File: config.mk
export PLATFORM = sky130hd
export DESIGN_NAME = dom_and_scheduler
export DESIGN_NICKNAME = d
export VERILOG_FILES = /design/src/rtl/dom_sched_pkg.sv /design/src/rtl/dom_rr_arbiter.sv /design/src/rtl/dom_and_scheduler.sv
export SDC_FILE = /design/constraint.sdc
export NUM_CORES = 1
export LEC_CHECK = 0
export BUFFER_PORTS_ARGS = -buffer_cell sky130_fd_sc_hd__buf_2
export CORE_AREA = 2 2 59 61
export DETAILED_ROUTE_END_ITERATION = 6
export DIE_AREA = 0 0 61 63
export PLACE_DENSITY = 0.75
export SLEW_MARGIN = 30
export SYNTH_ARGS = -nofsm -noshare
export SYNTH_HDL_FRONTEND = slang
export SYNTH_SLANG_ARGS = --single-unit
File: constraint.sdc
create_clock -name clk -period 4.9 [get_ports clk]
set_clock_uncertainty 0.15 [all_clocks]
set_input_delay 0.245 -clock clk [delete_from_list [all_inputs] [get_ports clk]]
set_output_delay 0.245 -clock clk [all_outputs]
set_load 0.005 [all_outputs]
File: src/rtl/dom_sched_pkg.sv
// Shared definitions for the time-shared domain-oriented masked AND scheduler:
// FSM state encoding, share count and the share-pair type.
package dom_sched_pkg;

  localparam int NSHARES = 2;

  typedef logic [NSHARES-1:0] share_t;

  typedef enum logic [1:0] {
    IDLE = 2'd0,
    RND  = 2'd1,
    MUL  = 2'd2,
    OUT  = 2'd3
  } state_t;

endpackage

File: src/rtl/dom_rr_arbiter.sv
// Round-robin grant over NUM_REQ requesters; the pointer moves past the
// winner only when a grant is actually taken.
module dom_rr_arbiter #(
  parameter int NUM_REQ = 4,
  parameter int ID_W    = $clog2(NUM_REQ)
) (
  input  logic               clk,
  input  logic               rst_n,
  input  logic               enable,
  input  logic [NUM_REQ-1:0] req_valid,
  output logic [NUM_REQ-1:0] grant,
  output logic [ID_W-1:0]    grant_id
);

  logic [ID_W-1:0] ptr;
  logic            found;
  int              idx;

  // Scan from the pointer upward, wrapping, and take the first valid requester.
  always_comb begin
    grant    = '0;
    grant_id = '0;
    found    = 1'b0;
    idx      = 0;
    for (int off = 0; off < NUM_REQ; off++) begin
      idx = int'(ptr) + off;
      if (idx >= NUM_REQ) idx = idx - NUM_REQ;
      if (enable && !found && req_valid[idx]) begin
        grant[idx] = 1'b1;
        grant_id   = ID_W'(idx);
        found      = 1'b1;
      end
    end
  end

  always_ff @(posedge clk or negedge rst_n) begin
    if (!rst_n) begin
      ptr <= '0;
    end else if (|grant) begin
      ptr <= (grant_id == ID_W'(NUM_REQ - 1)) ? '0 : grant_id + 1'b1;
    end
  end

endmodule

File: src/rtl/dom_and_scheduler.sv
// Shares one first-order DOM masked AND among NUM_REQ requesters: arbitrate,
// fetch one fresh random bit, run the single register stage, return tagged shares.
module dom_and_scheduler
  import dom_sched_pkg::*;
#(
  parameter int NUM_REQ = 4,
  parameter int ID_W    = $clog2(NUM_REQ)
) (
  input  logic                   clk,
  input  logic                   rst_n,
  input  logic [NUM_REQ-1:0]     req_valid,
  output logic [NUM_REQ-1:0]     req_ready,
  input  logic [2*NUM_REQ-1:0]   req_a,
  input  logic [2*NUM_REQ-1:0]   req_b,
  output logic                   rnd_req,
  input  logic                   rnd_valid,
  input  logic                   rnd_in,
  output logic                   res_valid,
  input  logic                   res_ready,
  output logic [1:0]             res_c,
  output logic [ID_W-1:0]        res_id
);

  state_t          state;
  share_t          a_p0, b_p0;
  logic [ID_W-1:0] id_p0;
  share_t          l_p1;
  share_t          a_sel, b_sel;
  logic [ID_W-1:0] grant_id;
  logic [NUM_REQ-1:0] grant;

  dom_rr_arbiter #(
    .NUM_REQ (NUM_REQ),
    .ID_W    (ID_W)
  ) u_arb (
    .clk       (clk),
    .rst_n     (rst_n),
    .enable    (state == IDLE),
    .req_valid (req_valid),
    .grant     (grant),
    .grant_id  (grant_id)
  );

  assign req_ready = grant;
  assign rnd_req   = (state == RND);

  always_comb begin
    a_sel = '0;
    b_sel = '0;
    for (int i = 0; i < NUM_REQ; i++) begin
      if (grant[i]) begin
        a_sel = req_a[NSHARES*i +: NSHARES];
        b_sel = req_b[NSHARES*i +: NSHARES];
      end
    end
  end

  always_ff @(posedge clk or negedge rst_n) begin
    if (!rst_n) begin
      state     <= IDLE;
      a_p0      <= '0;
      b_p0      <= '0;
      id_p0     <= '0;
      l_p1      <= '0;
      res_c     <= '0;
      res_id    <= '0;
      res_valid <= 1'b0;
    end else begin
      case (state)
        // p0: latch the winner's operand shares
        IDLE: begin
          if (|grant) begin
            a_p0  <= a_sel;
            b_p0  <= b_sel;
            id_p0 <= grant_id;
            state <= RND;
          end
        end
        // p1: cross-domain products are re-masked with r before they ever meet
        RND: begin
          if (rnd_valid) begin
            l_p1[0] <= (a_p0[0] & b_p0[1]) ^ rnd_in;
            l_p1[1] <= (a_p0[1] & b_p0[0]) ^ rnd_in;
            state   <= MUL;
          end
        end
        // p2: same-domain inner products fold in the registered cross terms
        MUL: begin
          res_c[0]  <= (a_p0[0] & b_p0[0]) ^ l_p1[0];
          res_c[1]  <= (a_p0[1] & b_p0[1]) ^ l_p1[1];
          res_id    <= id_p0;
          res_valid <= 1'b1;
          state     <= OUT;
        end
        OUT: begin
          if (res_ready) begin
            res_valid <= 1'b0;
            res_c     <= '0;
            res_id    <= '0;
            a_p0      <= '0;
            b_p0      <= '0;
            id_p0     <= '0;
            l_p1      <= '0;
            state     <= IDLE;
          end
        end
        default: state <= IDLE;
      endcase
    end
  end

endmodule

==> results.json, run 1 <==
{
  "vdd_drop_max_v": 0.0002500,
  "critPathArrivalTime_ps": 3710,
  "ant_nets": 0,
  "grt_pass1_wl_mm": 6.755,
  "final_common_cell": "buf_2",
  "ys_warn_count": 0,
  "synth_seq_area_share": 0.2487,
  "dp_cells": 268,
  "synth_top_area_share": 0.2487,
  "grt_pass1_vias": 1532,
  "final_cell_mix": "buf_2 (34), nand2_1 (31), dfrtp_1 (17), inv_1 (13), ha_1 (10)",
  "synth.largest_area_cell": "dfrtp_1",
  "tns_ps": 0,
  "critical_path.top_delay_family": "compound AO/OA/AOI/OAI gates",
  "drv_slew": 0,
  "synth_cell_types": 53,
  "synthTopCellsByArea": "dfrtp_1 (25%), ha_1 (7.3%), nand2_1 (6.8%)",
  "routabilityCongestion": 0.9147,
  "crit_start": "u_arb.ptr[0]",
  "clk_latency_ps": 300,
  "synthFlopType": "dfrtp_1",
  "cts_sinks": 17,
  "fin_crit_ps": 3691,
  "end_kind": "register",
  "rsz0062_at_grt": "no",
  "slowest_stage": "dfrtp_1",
  "io_pins": 35,
  "num_rows": 21,
  "cp.required_ps": 4920,
  "cts_buffers": 3,
  "finalCritPeriodShare": 0.7533,
  "wl_per_cell_um": 14.43,
  "fin_nets": 263,
  "coreArea_mm2": 0.003232,
  "port_buffers": 34,
  "power.leakage_nw": 0.9118,
  "via_per_inst": 5.967,
  "die_h_um": 63,
  "utilization": 0.5997,
  "startpoint_type": "register",
  "start_util": 0.5292,
  "cap_viol_max_count": 0,
  "cp_max_fo": 15,
  "diodes": 0,
  "setup_viol_count_final": 0,
  "synth_area_mm2": 0.001710,
  "die_x_um": 61,
  "multiInputGateArea_mm2": 0.001199,
  "dieArea_mm2": 0.003843,
  "seq_area_um2": 425.4,
  "status": "complete, no violations",
  "finalHoldViolations": 0,
  "synth_enable_flop_cells": 0,
  "instances_no_fill": 273,
  "max_slew_margin": 0.5400,
  "fmax_ghz": 0.2709,
  "clk_pin_slew_ps": 100,
  "grt_max_degree": 18,
  "slowest_delay_ps": 700,
  "cts_tree": "done",
  "ys_seq_elements": 17,
  "post_cts_buffers": 0,
  "overflow": 0,
  "r2r-start": "u_arb.ptr[0]",
  "routed_wl_mm": 3.939,
  "drt-initial-drc-count": 85,
  "dp_hpwl_mm": 3.149,
  "route.vias.total": 1629,
  "powerDensity_mw_per_mm2": 506.9,
  "hold_class": "in -> reg",
  "syn_area_per_cell_um2": 8.771,
  "path_cells": "inv_1 > ha_1 > mux2_2 > and4_1 > o31ai_2 > nand4_1 > o31ai_1 > o32ai_1",
  "worst_pin_slew_ps": 690.0,
  "crit_buf_inv": 1,
  "syn_inst": 195,
  "path_class": "reg -> reg",
  "antenna_found_initial": 0,
  "cts_root_buf": "clkbuf_4",
  "grt_usage": 0.2247,
  "synth_nets": 230,
  "clk_path_buf_depth": 2,
  "dr.pass1.iters": 5,
  "hold_start": "res_ready",
  "route.detailed.drc": 0,
  "synthArstFlopShare": 1.000,
  "area.growth.synth_to_final_pct": 13.31,
  "htree_levels": 1,
  "n_fill_cell": 307,
  "hold-worst-slack_ps": 26.21,
  "drive_above_1_share": 0.2247
}
-- power by group --
part / switching, mW / internal, mW
Sequential: 0.0630 / 0.200
Combinational: 0.366 / 0.277
Clock: 0.0470 / 0.0304
-- stage by stage --
stage	power (mW)	setup slack [ps]	cell area, um^2
3_3_place_gp	0.8992	1357	1901
3_5_place_dp	0.9063	1232	1901
2_1_floorplan	0.7549	1491	1710
5_1_grt	1.085	916.7	1938
4_1_cts	0.9849	1192	1938
6_report	0.9824	1209	1938
-- cell usage after synthesis, types with 2 or more instances --
master	count
o21a_1	2
and4_1	6
o21bai_1	4
o2111ai_1	4
nor3_1	3
o21ai_0	8
nand2b_1	3
a21o_1	3
o21ai_1	3
ha_1	10
nor2b_1	3
a311oi_1	3
xor2_1	5
dfrtp_1	17
buf_2	3
inv_1	13
o32ai_1	4
mux2_2	3
nand3_1	4
nand2_1	31
o211ai_1	2
mux2i_1	9
nand4_1	4
o31ai_1	6
clkbuf_1	3
nand3b_1	3
a21oi_1	5
nor2_1	4
mux4_2	3
-- path summary, 6_finish.rpt --
path | to | cells past startpoint | slack (ps)
worst max-delay path | a_p0[1] | 8 | 1210
worst min-delay path | res_valid | 2 | 30
worst max register to register | a_p0[1] | 8 | 1210
worst min register to register | res_id[1] | 2 | 340
max in group asynchronous | l_p1[1] | 2 | 4090
min in group asynchronous | res_id[0] | 2 | 230
-- kinds of logic after synthesis --
family                     count (synthesis)  share of synthesized area
and+or+nand+nor                           67                     0.2121
AOI/OAI and AO/OA                         59                     0.2626
buffers and inverters                     20                    0.05047
muxes                                     17                     0.1273
DFF                                       17                     0.2487
adders and majority gates                 10                    0.07315
xor gates and xnor gates                   5                    0.02560
-- layout make-up --
cell class              count  area share
inverters                  13     0.02518
clock inverters             1    0.002582
clock buffers               3     0.01162
repair buffers             35     0.09296
multi-input cells         158      0.6185
well taps                  46     0.02970
flip-flops and latches     17      0.2195
-- layer usage --
layer	vias to the layer above	GRT usage	share of wire	wire, um
li1	802	-	-	-
met1	784	0.2848	0.44	1743
met2	39	0.3925	0.52	2031
met3	4	0.02692	0.033	131
met4	0	0.05707	0.0084	33
met5	-	0	0	0
-- state kept, by name, summed over array words and instances, names as in the netlist --
name       count
res_c          2
state          2
b_p0           2
u_arb.ptr      2
id_p0          2
res_valid      1
a_p0           2
res_id         2
l_p1           2
-- repair_timing --
item / in CTS / in global routing
endpoints found under the hold margin: 17 / 0
resized for setup: 0 / 0
setup endpoints to repair: 0 / 0
hold buffers: 1 / 0
(Power assumes the default switching activity.)
==> run 2, diff against run 1 <==
==> constraint.sdc (replaced) <==
create_clock -name clk -period 3.8 [get_ports clk]
set_clock_uncertainty 0.15 [all_clocks]
set_input_delay 0.19 -clock clk [delete_from_list [all_inputs] [get_ports clk]]
set_output_delay 0.19 -clock clk [all_outputs]
set_load 0.005 [all_outputs]
==> run 2 against run 1 <==
- combinational power is 36% higher
- clock power is 25% higher
- global-route usage is 0.13 points lower
- critical endpoint is now b_p0[0]
==> results.json, run 2 (synthesis results as in run 1) <==
{
  "power.leakage_nw": 0.9307,
  "grt_usage": 0.2234,
  "cts_tree": "done",
  "r2r_cells": 8,
  "worst_pin_slew_ps": 664.9,
  "die_x_um": 61,
  "grt_max_degree": 18,
  "status": "complete, no violations",
  "grt_pass1_wl_mm": 6.741,
  "path_cells": "inv_1 > ha_1 > mux2_2 > and4_1 > o31ai_2 > nand4_1 > o31ai_1 > o32ai_1",
  "min_to": "l_p1[1]",
  "max_slew_margin": 0.5567,
  "reg2reg_to": "b_p0[0]",
  "dr.pass1.iters": 4,
  "seq_area_um2": 425.4,
  "route.vias.total": 1598,
  "n_fill_cell": 318,
  "routabilityCongestion": 0.8772,
  "cp_max_fo": 7,
  "num_rows": 21,
  "clk_pin_slew_ps": 110,
  "dieArea_mm2": 0.003843,
  "routed_wl_mm": 3.901,
  "clk_path_buf_depth": 2,
  "fmax_ghz": 0.3225,
  "clk_latency_ps": 290,
  "grt_pass1_vias": 1522,
  "r2r-start": "u_arb.ptr[1]",
  "area.growth.synth_to_final_pct": 15.22,
  "path_class": "reg -> reg",
  "port_buffers": 34,
  "hold_start": "rnd_in",
  "cts-resized-gates": 0,
  "cap_viol_max_count": 0,
  "finalHoldViolations": 0,
  "end_kind": "register",
  "multiInputGateArea_mm2": 0.001199,
  "powerDensity_mw_per_mm2": 650.2,
  "final_cell_mix": "buf_2 (34), nand2_1 (31), dfrtp_1 (17), inv_1 (13), ha_1 (10)",
  "drv_slew": 0,
  "fin_crit_ps": 3101,
  "cts_hold_buf": 2,
  "cts_sinks": 17,
  "total_power_mw": 1.281,
  "vdd_drop_max_v": 0.0002432,
  "hold_class": "in -> reg",
  "diodes": 0,
  "final_common_cell": "buf_2",
  "setup_viol_count_final": 0,
  "route.detailed.drc": 0,
  "htree_levels": 1,
  "die_h_um": 63,
  "post_cts_buffers": 0,
  "slowest_delay_ps": 470,
  "tns_ps": 0,
  "crit_start": "u_arb.ptr[1]",
  "finalCritPeriodShare": 0.8161,
  "regToRegSetupSlack_ps": 700,
  "slowest_stage": "o31ai_1",
  "dp_hpwl_mm": 3.108,
  "cts_root_buf": "clkbuf_4",
  "start_util": 0.5292,
  "drt-initial-drc-count": 70,
  "coreArea_mm2": 0.003232,
  "fin_nets": 267,
  "rsz0062_at_grt": "no",
  "hold-worst-slack_ps": 101.3,
  "overflow": 0,
  "cp.required_ps": 3790,
  "wl_per_cell_um": 14.08,
  "antenna_found_initial": 0,
  "drive_above_1_share": 0.2338,
  "cts_buffers": 3,
  "startpoint_type": "register",
  "io_pins": 35,
  "critPathArrivalTime_ps": 3090,
  "ant_nets": 0,
  "whs_path_depth": 3,
  "via_per_inst": 5.769
}
## run 2: metal layers
metal | share of wire | vias up | GRT usage
li1 | - | 813 | -
met1 | 0.46 | 744 | 0.2870
met2 | 0.50 | 39 | 0.3938
met3 | 0.037 | 2 | 0.02070
met4 | 0.0074 | 0 | 0.04891
met5 | 0 | - | 0
## run 2: where the power goes
part | internal, mW | switching [mW]
sequential | 0.258 | 0.0539
combinational | 0.371 | 0.502
clock | 0.0391 | 0.0573
total | 0.668 | 0.614
## run 2: per-stage QoR
step	worst slack, ps	std cells	area, um^2	util
final	699.0	277	1971	0.6098
after global routing	355.5	277	1971	0.6098
after CTS	675.2	277	1971	0.6098
after detailed placement	708.3	271	1923	0.5950
after global placement	782.5	271	1923	0.5950
after floorplan	391.4	195	1710	-
## run 2: worst max path at each step
stage / to / depth (start not counted)
after floorplan: state[1] / 10
after global placement: state[1] / 8
after CTS: b_p0[0] / 8
final: b_p0[0] / 8
after global routing: b_p0[0] / 8
after detailed placement: b_p0[0] / 8
## run 2: cell type report
type	instances	share of cell area
clock buffers	3	0.01143
repair buffers	39	0.1079
multi-input cells	158	0.6083
well taps	46	0.02921
clock inverters	1	0.002540
flip-flops and latches	17	0.2159
inverters	13	0.02476
## run 2: critical path, delay by kind of cell (launching register included)
kind / cells / cell delay, ps
simple gates: 2 / 450
buf+inv: 1 / 80
fa+ha+maj: 1 / 440
mux: 1 / 420
compound gates: 3 / 1040
flops: 1 / 360
==> run 3, diff against run 2 <==
--- a/config.mk
+++ b/config.mk
@@ -5,11 +5,12 @@
 export SDC_FILE = /design/constraint.sdc
 export NUM_CORES = 1
 export LEC_CHECK = 0
+export ABC_AREA = 1
 export BUFFER_PORTS_ARGS = -buffer_cell sky130_fd_sc_hd__buf_2
-export CORE_AREA = 2 2 59 61
+export CORE_AREA = 2 2 60 62
 export DETAILED_ROUTE_END_ITERATION = 6
-export DIE_AREA = 0 0 61 63
-export PLACE_DENSITY = 0.75
+export DIE_AREA = 0 0 62 64
+export PLACE_DENSITY = 0.72
 export SLEW_MARGIN = 30
 export SYNTH_ARGS = -nofsm -noshare
 export SYNTH_HDL_FRONTEND = slang
==> constraint.sdc (replaced) <==
create_clock -name clk -period 2.6 [get_ports clk]
set_clock_uncertainty 0.15 [all_clocks]
set_input_delay 0.13 -clock clk [delete_from_list [all_inputs] [get_ports clk]]
set_output_delay 0.13 -clock clk [all_outputs]
set_load 0.005 [all_outputs]
==> run 3 against run 2 <==
- sequential share of layout area grew 1.3 points
- area after synthesis shrank 7.6%
- power grew 59%
- critical path depth grew 2
- via count shrank 7.8%
- sequential power grew 44%
- highest routed layer unchanged
- critical endpoint is now req_ready[3]
- hold slack lost 97 ps
- core utilization shrank 4.3 points
==> results.json, run 3 <==
{
  "cts_root_buf": "clkbuf_4",
  "clk_pin_slew_ps": 100,
  "n_fill_cell": 325,
  "final_common_cell": "nand2_1",
  "end_kind": "output port",
  "num_rows": 21,
  "layout_setup_ws_ps": 225.0,
  "diodes": 0,
  "final_cell_mix": "nand2_1 (69), buf_2 (34), inv_1 (26), nand3_1 (21), dfrtp_1 (17)",
  "route.vias.total": 1473,
  "rsz0062_at_grt": "no",
  "die_x_um": 62,
  "synthTopCellsByArea": "dfrtp_1 (27%), nand2_1 (16%), ha_1 (7.9%)",
  "start_util": 0.4811,
  "cap_viol_max_count": 0,
  "overflow": 0,
  "grt_pass1_vias": 1346,
  "wl_per_cell_um": 10.57,
  "io_pins": 35,
  "port_buffers": 34,
  "coreArea_mm2": 0.003284,
  "ys_seq_elements": 17,
  "grt_usage": 0.1783,
  "fin_nets": 302,
  "hold_class": "in -> reg",
  "dpl_cell_area_mm2": 0.001795,
  "via_per_inst": 4.721,
  "dr.pass1.iters": 4,
  "powerDensity_mw_per_mm2": 1094,
  "routed_wl_mm": 3.298,
  "fmax_ghz": 0.4211,
  "multiInputGateArea_mm2": 0.001010,
  "htree_levels": 1,
  "finalHoldViolations": 0,
  "fin_crit_ps": 2375,
  "synth_nets": 261,
  "routabilityCongestion": 0.8277,
  "synth_seq_area_share": 0.2692,
  "finalInstanceArea_mm2": 0.001861,
  "ys_warn_count": 0,
  "die_h_um": 64,
  "slowest_stage": "dfrtp_1",
  "cpMostUsedCell": "nand3_1",
  "path_cells": "inv_4 > ha_1 > inv_1 > nand3_1 > nand2_1 > inv_2 > nor2_8 > nand3_1 > nand3_4 > buf_2",
  "setup_viol_count_final": 0,
  "dp_slack_ps": 208.3,
  "status": "complete, no violations",
  "drt-initial-drc-count": 77,
  "seq_area_um2": 425.4,
  "path_class": "reg -> out",
  "clk_path_buf_depth": 2,
  "antenna_found_initial": 0,
  "synth_top_area_share": 0.2692,
  "tns_ps": 0,
  "route.detailed.drc": 0,
  "cp.required_ps": 2320,
  "synth_cell_types": 29,
  "slowest_delay_ps": 410,
  "synth_most_common_cell": "nand2_1",
  "grt_pass1_wl_mm": 5.547,
  "area.growth.synth_to_final_pct": 17.74,
  "dieArea_mm2": 0.003968,
  "clk_latency_ps": 300,
  "synth_enable_flop_cells": 0,
  "power.leakage_nw": 1.072,
  "drive_above_1_share": 0.2744,
  "worst_pin_slew_ps": 417.1,
  "syn_inst": 226,
  "dp_cells": 305,
  "cts_buffers": 3,
  "synth.largest_area_cell": "dfrtp_1",
  "syn_area_per_cell_um2": 6.992,
  "dp_hpwl_mm": 2.651,
  "synthArstFlopShare": 1.000,
  "startpoint_type": "register",
  "synth_area_mm2": 0.001580,
  "ant_nets": 0,
  "grt_max_degree": 18,
  "cts_sinks": 17,
  "critPathArrivalTime_ps": 2090,
  "max_slew_margin": 0.7219,
  "cts_tree": "done",
  "hold-worst-slack_ps": 4.436,
  "synthFlopType": "dfrtp_1",
  "synth_common_cells": "nand2_1 (69), inv_1 (27), nand3_1 (21), dfrtp_1 (17), nor2_1 (13)",
  "cp_max_fo": 10,
  "instances_no_fill": 312,
  "finalCritPeriodShare": 0.9135,
  "vdd_drop_max_v": 0.0004451,
  "drv_slew": 0
}
==> run 3: power breakdown <==
group	internal (mW)	switching, mW	total [mW]
registers	0.377	0.0708	0.448
logic	0.519	0.921	1.44
clock network	0.0574	0.0902	0.148
total	0.954	1.08	2.04
==> run 3: kinds of logic (layout without fill, tap and decap cells) <==
kind of cell | Yosys count | count (layout) | share of synthesized area
compound gates | 24 | 24 | 0.08314
flops | 17 | 17 | 0.2692
fa+ha+maj | 10 | 10 | 0.07918
simple gates | 138 | 138 | 0.4608
xor+xnor | 2 | 2 | 0.01109
buf+inv | 35 | 75 | 0.09659
==> run 3: cell type report <==
cell class                 instances  share of cell area
timing repair buffer              39              0.1157
clock inverter                     1            0.002690
tap                               46             0.03093
clock buffer                       3             0.01210
inverter                          32             0.06725
sequential                        17              0.2286
multi-input combinational        174              0.5427
==> run 3: worst max-delay path, delay by kind of cell (launching register included) <==
family	cells	cell delay (ps)
DFF	1	410
and+or+nand+nor	5	670
buffers and inverters	4	380
adders and majority gates	1	340
==> run 3: routing by layer <==
layer  vias to the layer above  track usage  share of wire
met5                         -            0              0
met3                         2      0.04251          0.034
li1                        799            -              -
met2                        25       0.2878           0.46
met4                         0      0.01596         0.0033
met1                       647       0.2475           0.50
==> run 3: metrics by stage <==
| stage | power [mW] | util |
|---|---|---|
| 5_1_grt | 2.282 | 0.5665 |
| 3_3_place_gp | 1.874 | 0.5467 |
| 6_report | 2.036 | 0.5665 |
| 4_1_cts | 2.044 | 0.5642 |
| 3_5_place_dp | 1.890 | 0.5467 |
| 2_1_floorplan | 1.594 | - |
==> run 3: what timing repair did <==
item,in CTS,in global routing
setup buffers,0,0
hold buffers,3,0
hold endpoints to repair,19,0
endpoints found under the setup margin,0,4
gates resized for setup,0,2
==> run 3: final timing paths <==
kind | from | depth (start not counted) | slack (ps) | end
min in group asynchronous | rst_n | 2 | 120 | a_p0[0]
worst max register to register | u_arb.ptr[0] | 16 | 260 | b_p0[1]
worst min register to register | id_p0[1] | 2 | 350 | id_p0[1]
max in group asynchronous | rst_n | 2 | 1910 | state[1]
worst min-delay path | req_b[4] | 5 | 4 | b_p0[0]
worst max-delay path | u_arb.ptr[0] | 10 | 230 | req_ready[3]
